--- config.mk ---
export PLATFORM = sky130hd
export DESIGN_NAME = regfile_wr_arbiter
export DESIGN_NICKNAME = d
export VERILOG_FILES = /design/src/rtl/regfile_wr_arbiter.sv
export SDC_FILE = /design/constraint.sdc
export NUM_CORES = 1
export LEC_CHECK = 0
export BUFFER_PORTS_ARGS = -buffer_cell sky130_fd_sc_hd__buf_2
export CORE_AREA = 2 2 83 85
export DETAILED_ROUTE_END_ITERATION = 6
export DIE_AREA = 0 0 85 87
export PLACE_DENSITY = 0.69
export SYNTH_ARGS = -nofsm -noshare
export SYNTH_HDL_FRONTEND = slang
export SYNTH_SLANG_ARGS = --single-unit
--- constraint.sdc ---
create_clock -name i_clk -period 1.65 [get_ports i_clk]
set_clock_uncertainty 0.1 [all_clocks]
set_input_delay 0.33 -clock i_clk [delete_from_list [all_inputs] [get_ports i_clk]]
set_output_delay 0.33 -clock i_clk [all_outputs]
set_load 0.01 [all_outputs]
--- src/rtl/regfile_wr_arbiter.sv ---
// Write-port owner for the 2R/1W register file: round-robin arbitration of two
// writeback requesters, optional register-0 write suppression, and a clear sweep.
module regfile_wr_arbiter #(
    parameter int BW_DATA  = 32,
    parameter int BW_ADDR  = 5,
    parameter int ZERO_REG = 1
) (
    input  logic               i_clk,
    input  logic               i_rstn,
    input  logic               i_clr,
    output logic               o_busy,
    input  logic               i_req0_valid,
    output logic               o_req0_ready,
    input  logic [BW_ADDR-1:0] i_req0_addr,
    input  logic [BW_DATA-1:0] i_req0_data,
    input  logic               i_req1_valid,
    output logic               o_req1_ready,
    input  logic [BW_ADDR-1:0] i_req1_addr,
    input  logic [BW_DATA-1:0] i_req1_data,
    output logic               o_rf_wr_en,
    output logic [BW_ADDR-1:0] o_rf_wr_addr,
    output logic [BW_DATA-1:0] o_rf_wr_data
);

    typedef enum logic [0:0] {ST_IDLE = 1'b0, ST_CLEAR = 1'b1} state_t;

    localparam logic [BW_ADDR-1:0] CNT_MAX = {BW_ADDR{1'b1}};

    state_t             state_q, state_d;
    logic               ptr_q, ptr_d;
    logic [BW_ADDR-1:0] cnt_q, cnt_d;
    logic               busy_q, busy_d;
    logic               wr_en_q, wr_en_d;
    logic [BW_ADDR-1:0] wr_addr_q, wr_addr_d;
    logic [BW_DATA-1:0] wr_data_q, wr_data_d;
    logic               idle_s;
    logic               xfer0_s, xfer1_s;

    // Readiness never looks at the requester's own valid, so it cannot form a loop.
    assign idle_s       = (state_q == ST_IDLE) && !i_clr;
    assign o_req0_ready = idle_s && (!ptr_q || !i_req1_valid);
    assign o_req1_ready = idle_s && ( ptr_q || !i_req0_valid);
    assign xfer0_s      = o_req0_ready && i_req0_valid;
    assign xfer1_s      = o_req1_ready && i_req1_valid;

    // Next-state, pointer, sweep counter and write-port values.
    always_comb begin
        state_d   = state_q;
        ptr_d     = ptr_q;
        cnt_d     = cnt_q;
        busy_d    = busy_q;
        wr_en_d   = 1'b0;
        wr_addr_d = wr_addr_q;
        wr_data_d = wr_data_q;
        case (state_q)
            ST_IDLE: begin
                if (i_clr) begin
                    state_d = ST_CLEAR;
                    cnt_d   = {BW_ADDR{1'b0}};
                    busy_d  = 1'b1;
                end else if (xfer0_s) begin
                    ptr_d     = 1'b1;
                    wr_addr_d = i_req0_addr;
                    wr_data_d = i_req0_data;
                    wr_en_d   = !((ZERO_REG != 0) && (i_req0_addr == {BW_ADDR{1'b0}}));
                end else if (xfer1_s) begin
                    ptr_d     = 1'b0;
                    wr_addr_d = i_req1_addr;
                    wr_data_d = i_req1_data;
                    wr_en_d   = !((ZERO_REG != 0) && (i_req1_addr == {BW_ADDR{1'b0}}));
                end else begin
                    wr_en_d = 1'b0;
                end
            end
            ST_CLEAR: begin
                // The sweep writes address 0 too, regardless of ZERO_REG.
                wr_en_d   = 1'b1;
                wr_addr_d = cnt_q;
                wr_data_d = {BW_DATA{1'b0}};
                cnt_d     = cnt_q + BW_ADDR'(1);
                if (cnt_q == CNT_MAX) begin
                    state_d = ST_IDLE;
                    busy_d  = 1'b0;
                end else begin
                    busy_d  = 1'b1;
                end
            end
            default: begin
                state_d = ST_IDLE;
                busy_d  = 1'b0;
            end
        endcase
    end

    // State and registered write-port outputs.
    always_ff @(posedge i_clk or negedge i_rstn) begin
        if (!i_rstn) begin
            state_q   <= ST_IDLE;
            ptr_q     <= 1'b0;
            cnt_q     <= {BW_ADDR{1'b0}};
            busy_q    <= 1'b0;
            wr_en_q   <= 1'b0;
            wr_addr_q <= {BW_ADDR{1'b0}};
            wr_data_q <= {BW_DATA{1'b0}};
        end else begin
            state_q   <= state_d;
            ptr_q     <= ptr_d;
            cnt_q     <= cnt_d;
            busy_q    <= busy_d;
            wr_en_q   <= wr_en_d;
            wr_addr_q <= wr_addr_d;
            wr_data_q <= wr_data_d;
        end
    end

    assign o_busy       = busy_q;
    assign o_rf_wr_en   = wr_en_q;
    assign o_rf_wr_addr = wr_addr_q;
    assign o_rf_wr_data = wr_data_q;

endmodule

==> impl_results.md, run 1 <==
- Synthesized cell area: 2517 µm²
- Congestion Overflow GR: 0
- Largest net degree at the start of global routing: 47
- Commonest non-fill, non-tap cell in the layout: buf_2
- ANT cells: 0
- Critical Path Fanout Max: 5
- Io pins: 120
- CTS Sinks: 46
- Setup CP Type: flip-flop to primary output
- Core area: 6569 µm²
- Worst Setup End Kind: primary output
- DR DRC count: 0
- Num CTS Buffers: 5
- Lkg Pwr: 0.001688 µW
- Max-cap violations: 0
- Placed Cells incl. Taps: 402
- CTS tree: yes
- Post-synth top flop: dfrtp_1
- Via density: 4.879
- Syn avg cell area: 11.87 µm²
- Final GP Congestion: 0.7915
- CTS root buffer: clkbuf_8
- Hold Path Cell Cnt: 3
- Die X-Extent: 85 µm
- Max-slew headroom: 62.68%
- Number of synthesized flops with an enable pin: 0
- VDD IR max: 0.6440 mV
- Layout cells sized above 1: 43.41%
- Placed cell area: 3146 µm²
- Nets: 414
- Setup tns final: 0 ps
- Die Area: 7395 µm²
- Final critical-path share of the clock period: 99.42%
- Final Hold Vio Count: 0
- Total track usage: 15.51%
- Clock tree buffer depth: 2
- Final std cell area, no fill: 3301 µm²
- CP Data Required Time: 1220 ps
- 1st-iter DRT viols: 36
- Most frequent cells in the layout: buf_2 (118), mux2i_1 (67), dfrtp_1 (45)
- Row cnt: 30
- Via count: 2020
- Netlist cell types: 37
- Remaining antenna violation count: 0
- Post-DP HPWL: 4285 µm
- Post-synth net total: 293
- Final cell count without fillers: 414
- Slew @ Worst Pin: 559.8 ps
- Async S/R FF share, synth: 100.0%
- H-Tree Depth: 2
- Pins Over Slew Limit: 0
- Outcome: finished, final reports clean
- Util after Layout: 50.25%
- Number of port buffers: 119
- Clock slew seen by the registers of the worst setup and hold paths: 80 ps
- Setup violators final: 0
- Initial Utilization: 38.32%
- Fin crit period: 1640 ps
- RSZ-0062 raised after global routing: yes
- Die Ht: 87 µm
- WL per Instance: 14.05 µm
- Worst hold margin: 226.6 ps
- Register-to-Register Path Depth: 5
- Initial antenna violation count: 0
- FMAX: 609.6 MHz
- Area growth from synthesis to layout: 31.11%
- Number of global-route vias before repair: 2006
- Sequential-to-total area share from yosys stat: 45.73%
- CP Launch Type: flip-flop
- First-pass GRT wire length: 9183 µm
- Clk_lat worst skew: 290 ps
- Synth Warn #: 0
- Flops & latches, synth: 46
- CP arrival: 1210 ps
- PD cells: 1014 nW/µm²
- Post-Synthesis Cells: 212
- Min-Delay Path Class: primary input to flip-flop
- Final WL: 5815 µm
- TritonRoute pass-1 iters: 4
==> flip-flops by register name, summed over array words and instances (netlist names) <==
| signal | flops |
|---|---|
| state_q | 1 |
| o_rf_wr_addr | 5 |
| o_busy | 1 |
| cnt_q | 5 |
| ptr_q | 1 |
| o_rf_wr_data | 32 |
| o_rf_wr_en | 1 |
==> layer usage <==
| metal | wire (µm) | GRT usage [%] | vias to the layer above |
|---|---|---|---|
| met5 | 0 | 0 | - |
| met4 | 55 | 4.906 | 0 |
| met3 | 385 | 2.938 | 5 |
| met2 | 2789 | 26.42 | 73 |
| met1 | 2585 | 20.00 | 952 |
| li1 | - | - | 990 |
==> area by class of cell <==
class                           instances  area [µm²]
Clock buffer                            6       82.58
Clock inverter                          2       12.51
Fill cell                             616        3268
Inverter                                3       11.26
Multi-Input combinational cell        148        1237
Sequential cell                        46        1152
Tap cell                               80       100.1
Timing Repair Buffer                  129       704.4
==> Yosys cell counts, drive strengths merged (3+ instances only) <==
cell	instances	area [µm²]
o221ai	4	35.03
nand2b	32	200.2
nor3	3	15.01
mux2i	67	670.6
inv	3	11.26
buf	12	133.9
clkbuf	3	11.26
dfrtp	46	1151
nand2	9	33.78
a22o	5	43.79
==> path summary, 6_finish.rpt <==
| check | slack (ps) | start | to |
|---|---|---|---|
| worst max-delay path | 10 | state_q | o_req0_ready |
| worst min-delay path | 230 | i_req1_data[28] | o_rf_wr_data[28] |
| worst max register to register | 80 | ptr_q | o_rf_wr_data[27] |
| worst min register to register | 430 | o_busy | o_busy |
| max in group asynchronous | 760 | i_rstn | state_q |
| min in group asynchronous | 450 | i_rstn | o_rf_wr_data[23] |
==> kinds of logic after synthesis <==
family / after synthesis / share of synthesized area, %
XOR/XNOR: 2 / 0.6960
multiplexers: 67 / 26.64
buffers and inverters: 18 / 6.212
AND/OR/NAND/NOR: 56 / 13.22
flip-flops: 46 / 45.73
AO/OA/AOI/OAI: 21 / 6.511
adder cells (fa/ha/maj): 2 / 0.9939
==> through the flow <==
step           total power, µW  setup WS [ps]
6_report                  3348          9.637
5_1_grt                   3589         -30.63
4_1_cts                   3391          4.541
3_5_place_dp              2630          14.16
3_3_place_gp              2604          77.63
2_1_floorplan             2259          60.61
==> worst max-delay path: stages (launching register included) <==
cell and delay [ps]:
dfrtp_2 470, a211o_4 290, inv_2 70, buf_6 90
==> where the power goes <==
group	internal [µW]	switching (µW)	total, µW
logic	613	551	1160
registers	1320	154	1480
clock network	337	372	709
total	2270	1080	3350
==> what timing repair did <==
action                                 in CTS  in global routing
pin swaps                                   1                  1
resized for setup                           4                  3
setup endpoints to repair                   1                  2
setup buffers                               2                  1
endpoints found under the hold margin      46                  0
hold buffers                                1                  0
(Power assumes the default switching activity.)
==> run 2: changes to the inputs <==
--- a/config.mk
+++ b/config.mk
@@ -7,6 +7,7 @@
 export LEC_CHECK = 0
 export BUFFER_PORTS_ARGS = -buffer_cell sky130_fd_sc_hd__buf_2
 export CORE_AREA = 2 2 83 85
+export CTS_BUF_LIST = sky130_fd_sc_hd__clkbuf_16
 export DETAILED_ROUTE_END_ITERATION = 6
 export DIE_AREA = 0 0 85 87
 export PLACE_DENSITY = 0.69
==> run 2 against run 1 <==
- global-route usage is 0.20 points lower
- combinational power hardly changed
- sequential power hardly changed
- via count is 0.35% lower
- core utilization is 0.59 points higher
- first-iteration DRC count is 11% lower
- critical endpoint unchanged
- setup slack better by 31 ps
- fmax is 2.0% higher
- power is 7.1% higher
- flip-flop and latch count stayed put
==> impl_results.md, run 2 (same netlist as run 1, synthesis figures left out) <==
- Layout cells sized above 1: 42.94% (-0.47 points)
- Final Hold Vio Count: 0 (unchanged)
- Worst Path Buf+Inv: 2 (unchanged)
- Via count: 2013 (-0.35%)
- PD cells: 1074 nW/µm² (+5.9%)
- Clock tree buffer depth: 2 (unchanged)
- Most frequent cells in the layout: buf_2 (118), mux2i_1 (67), dfrtp_1 (45)
- CP Data Required Time: 1220 ps (about the same)
- Clock slew seen by the registers of the worst setup and hold paths: 60 ps (-20 ps)
- Io pins: 120 (unchanged)
- Final std cell area, no fill: 3339 µm² (+1.2%)
- Number of global-route vias before repair: 1991 (-0.75%)
- DR DRC count: 0 (unchanged)
- Nets: 413 (-0.24%)
- Area growth from synthesis to layout: 32.65%
- Setup violators final: 0 (unchanged)
- CP top delay family: flip-flops
- ANT cells: 0 (unchanged)
- Placed cell area: 3146 µm² (unchanged)
- Post-DP HPWL: 4285 µm (unchanged)
- Row cnt: 30 (unchanged)
- Slew @ Worst Pin: 561.7 ps (+1.995 ps)
- Outcome: finished, final reports clean
- Commonest non-fill, non-tap cell in the layout: buf_2
- Remaining antenna violation count: 0 (unchanged)
- CTS tree: yes
- Largest net degree at the start of global routing: 47 (unchanged)
- Fin crit period: 1609 ps (-31.44 ps)
- Crit path max-delay cell type: dfrtp_2
- Setup tns final: 0 ps (unchanged)
- VDD IR max: 0.6444 mV (about the same)
- Fillers: 613 (-0.49%)
- Total track usage: 15.31% (-0.20 points)
- CTS Sinks: 46 (unchanged)
- CP arrival: 1180 ps (-30 ps)
- R2R Setup Slk: 80 ps (about the same)
- Num CTS Buffers: 5 (unchanged)
- Die X-Extent: 85 µm (unchanged)
- Via density: 4.874 (-0.11%)
- WL per Instance: 14.01 µm (-0.26%)
- Final WL: 5786 µm (-0.50%)
- CP Launch Type: flip-flop
- Max-slew headroom: 62.55% (-0.13 points)
- Initial antenna violation count: 0 (unchanged)
- H-Tree Depth: 2 (unchanged)
- First-pass GRT wire length: 9149 µm (-0.37%)
- Critical path, cell by cell: a211o_4 -> inv_2 -> buf_6
- Clk_lat worst skew: 270 ps (-20 ps)
- FMAX: 621.5 MHz (+2.0%)
- TritonRoute pass-1 iters: 4 (unchanged)
- Congestion Overflow GR: 0 (unchanged)
- Core area: 6569 µm² (unchanged)
- Critical Path Fanout Max: 5 (unchanged)
- Pins Over Slew Limit: 0 (unchanged)
- RSZ-0062 raised after global routing: no
- Die Area: 7395 µm² (unchanged)
- Lkg Pwr: 0.001703 µW (+0.86%)
- 1st-iter DRT viols: 32 (-11%)
- Max reg flops: 32 (unchanged)
- Crit-path max cell delay: 460 ps (about the same)
- CTS root buffer: clkbuf_16
- Initial Utilization: 38.32% (unchanged)
- Max-cap violations: 0 (unchanged)
- Die Ht: 87 µm (unchanged)
- Worst Setup End Kind: primary output
- Number of port buffers: 119 (unchanged)
- Min-Delay Path Class: primary input to flip-flop
- Final GP Congestion: 0.7915 (unchanged)
- Final critical-path share of the clock period: 97.51% (-1.9 points)
- Setup CP Type: flip-flop to primary output
-- run 2: changes by cell type in the layout (fill, tap and decap cells not counted), sizes merged --
cell    previous run  this run
buf              128       127
clkbuf             6         5
clkinv             1         2
-- run 2: layout make-up --
cell class	instances	area, µm²	share of cell area [%]
multi-input combinational	148	1237	37.06
sequential	46	1152	34.51
timing repair buffer	128	696.9	20.87
clock buffer	5	125.1	3.747
tap	80	100.1	2.997
clock inverter	3	16.27	0.4871
inverter	3	11.26	0.3372
-- run 2: where the power goes --
part,leakage [µW],internal (µW),total [µW],switching (µW)
clock,0.0000672,553,949,397
combinational,0.00103,610,1160,551
sequential,0.000604,1320,1480,153
-- run 2: repair_timing --
action | in CTS | in global routing
hold buffers | 1 | 0
pin swaps | 1 | 1
hold endpoints to repair | 46 | 0
resized for setup | 1 | 6
buffers inserted | 2 | 0
setup endpoints to repair | 1 | 2
-- run 2: final timing paths --
check	startpoint	depth (start not counted)	endpoint
worst max-delay path	state_q	3	o_req0_ready
worst min register to register	o_busy	2	o_busy
min in group asynchronous	i_rstn	3	o_rf_wr_data[23]
worst max register to register	ptr_q	5	o_rf_wr_data[27]
worst min-delay path	i_req1_data[28]	3	o_rf_wr_data[28]
max in group asynchronous	i_rstn	3	state_q
-- run 2: through the flow --
stage	worst slack (ps)	instances	hold slack [ps]	total power, µW	utilization, %
CTS	5.627	413	232.5	3625	50.44
global route	4.882	413	255.0	3835	50.84
floorplan	60.61	212	-65.59	2259	-
global placement	77.63	402	233.4	2604	47.89
finish	41.07	413	245.8	3587	50.84
detailed placement	14.16	402	238.5	2630	47.89
-- run 2: tightest hold or removal path, cell delays in order --
cell and delay (ps):
buf_2 70, mux2i_1 50, mux2i_1 120
-- run 2: layer usage --
layer	vias to the layer above	GRT usage [%]	part of all wire [%]
met1	951	20.06	45
met4	0	2.742	0.24
met2	68	26.28	48
met5	-	0	0
met3	2	3.507	6.3
li1	992	-	-
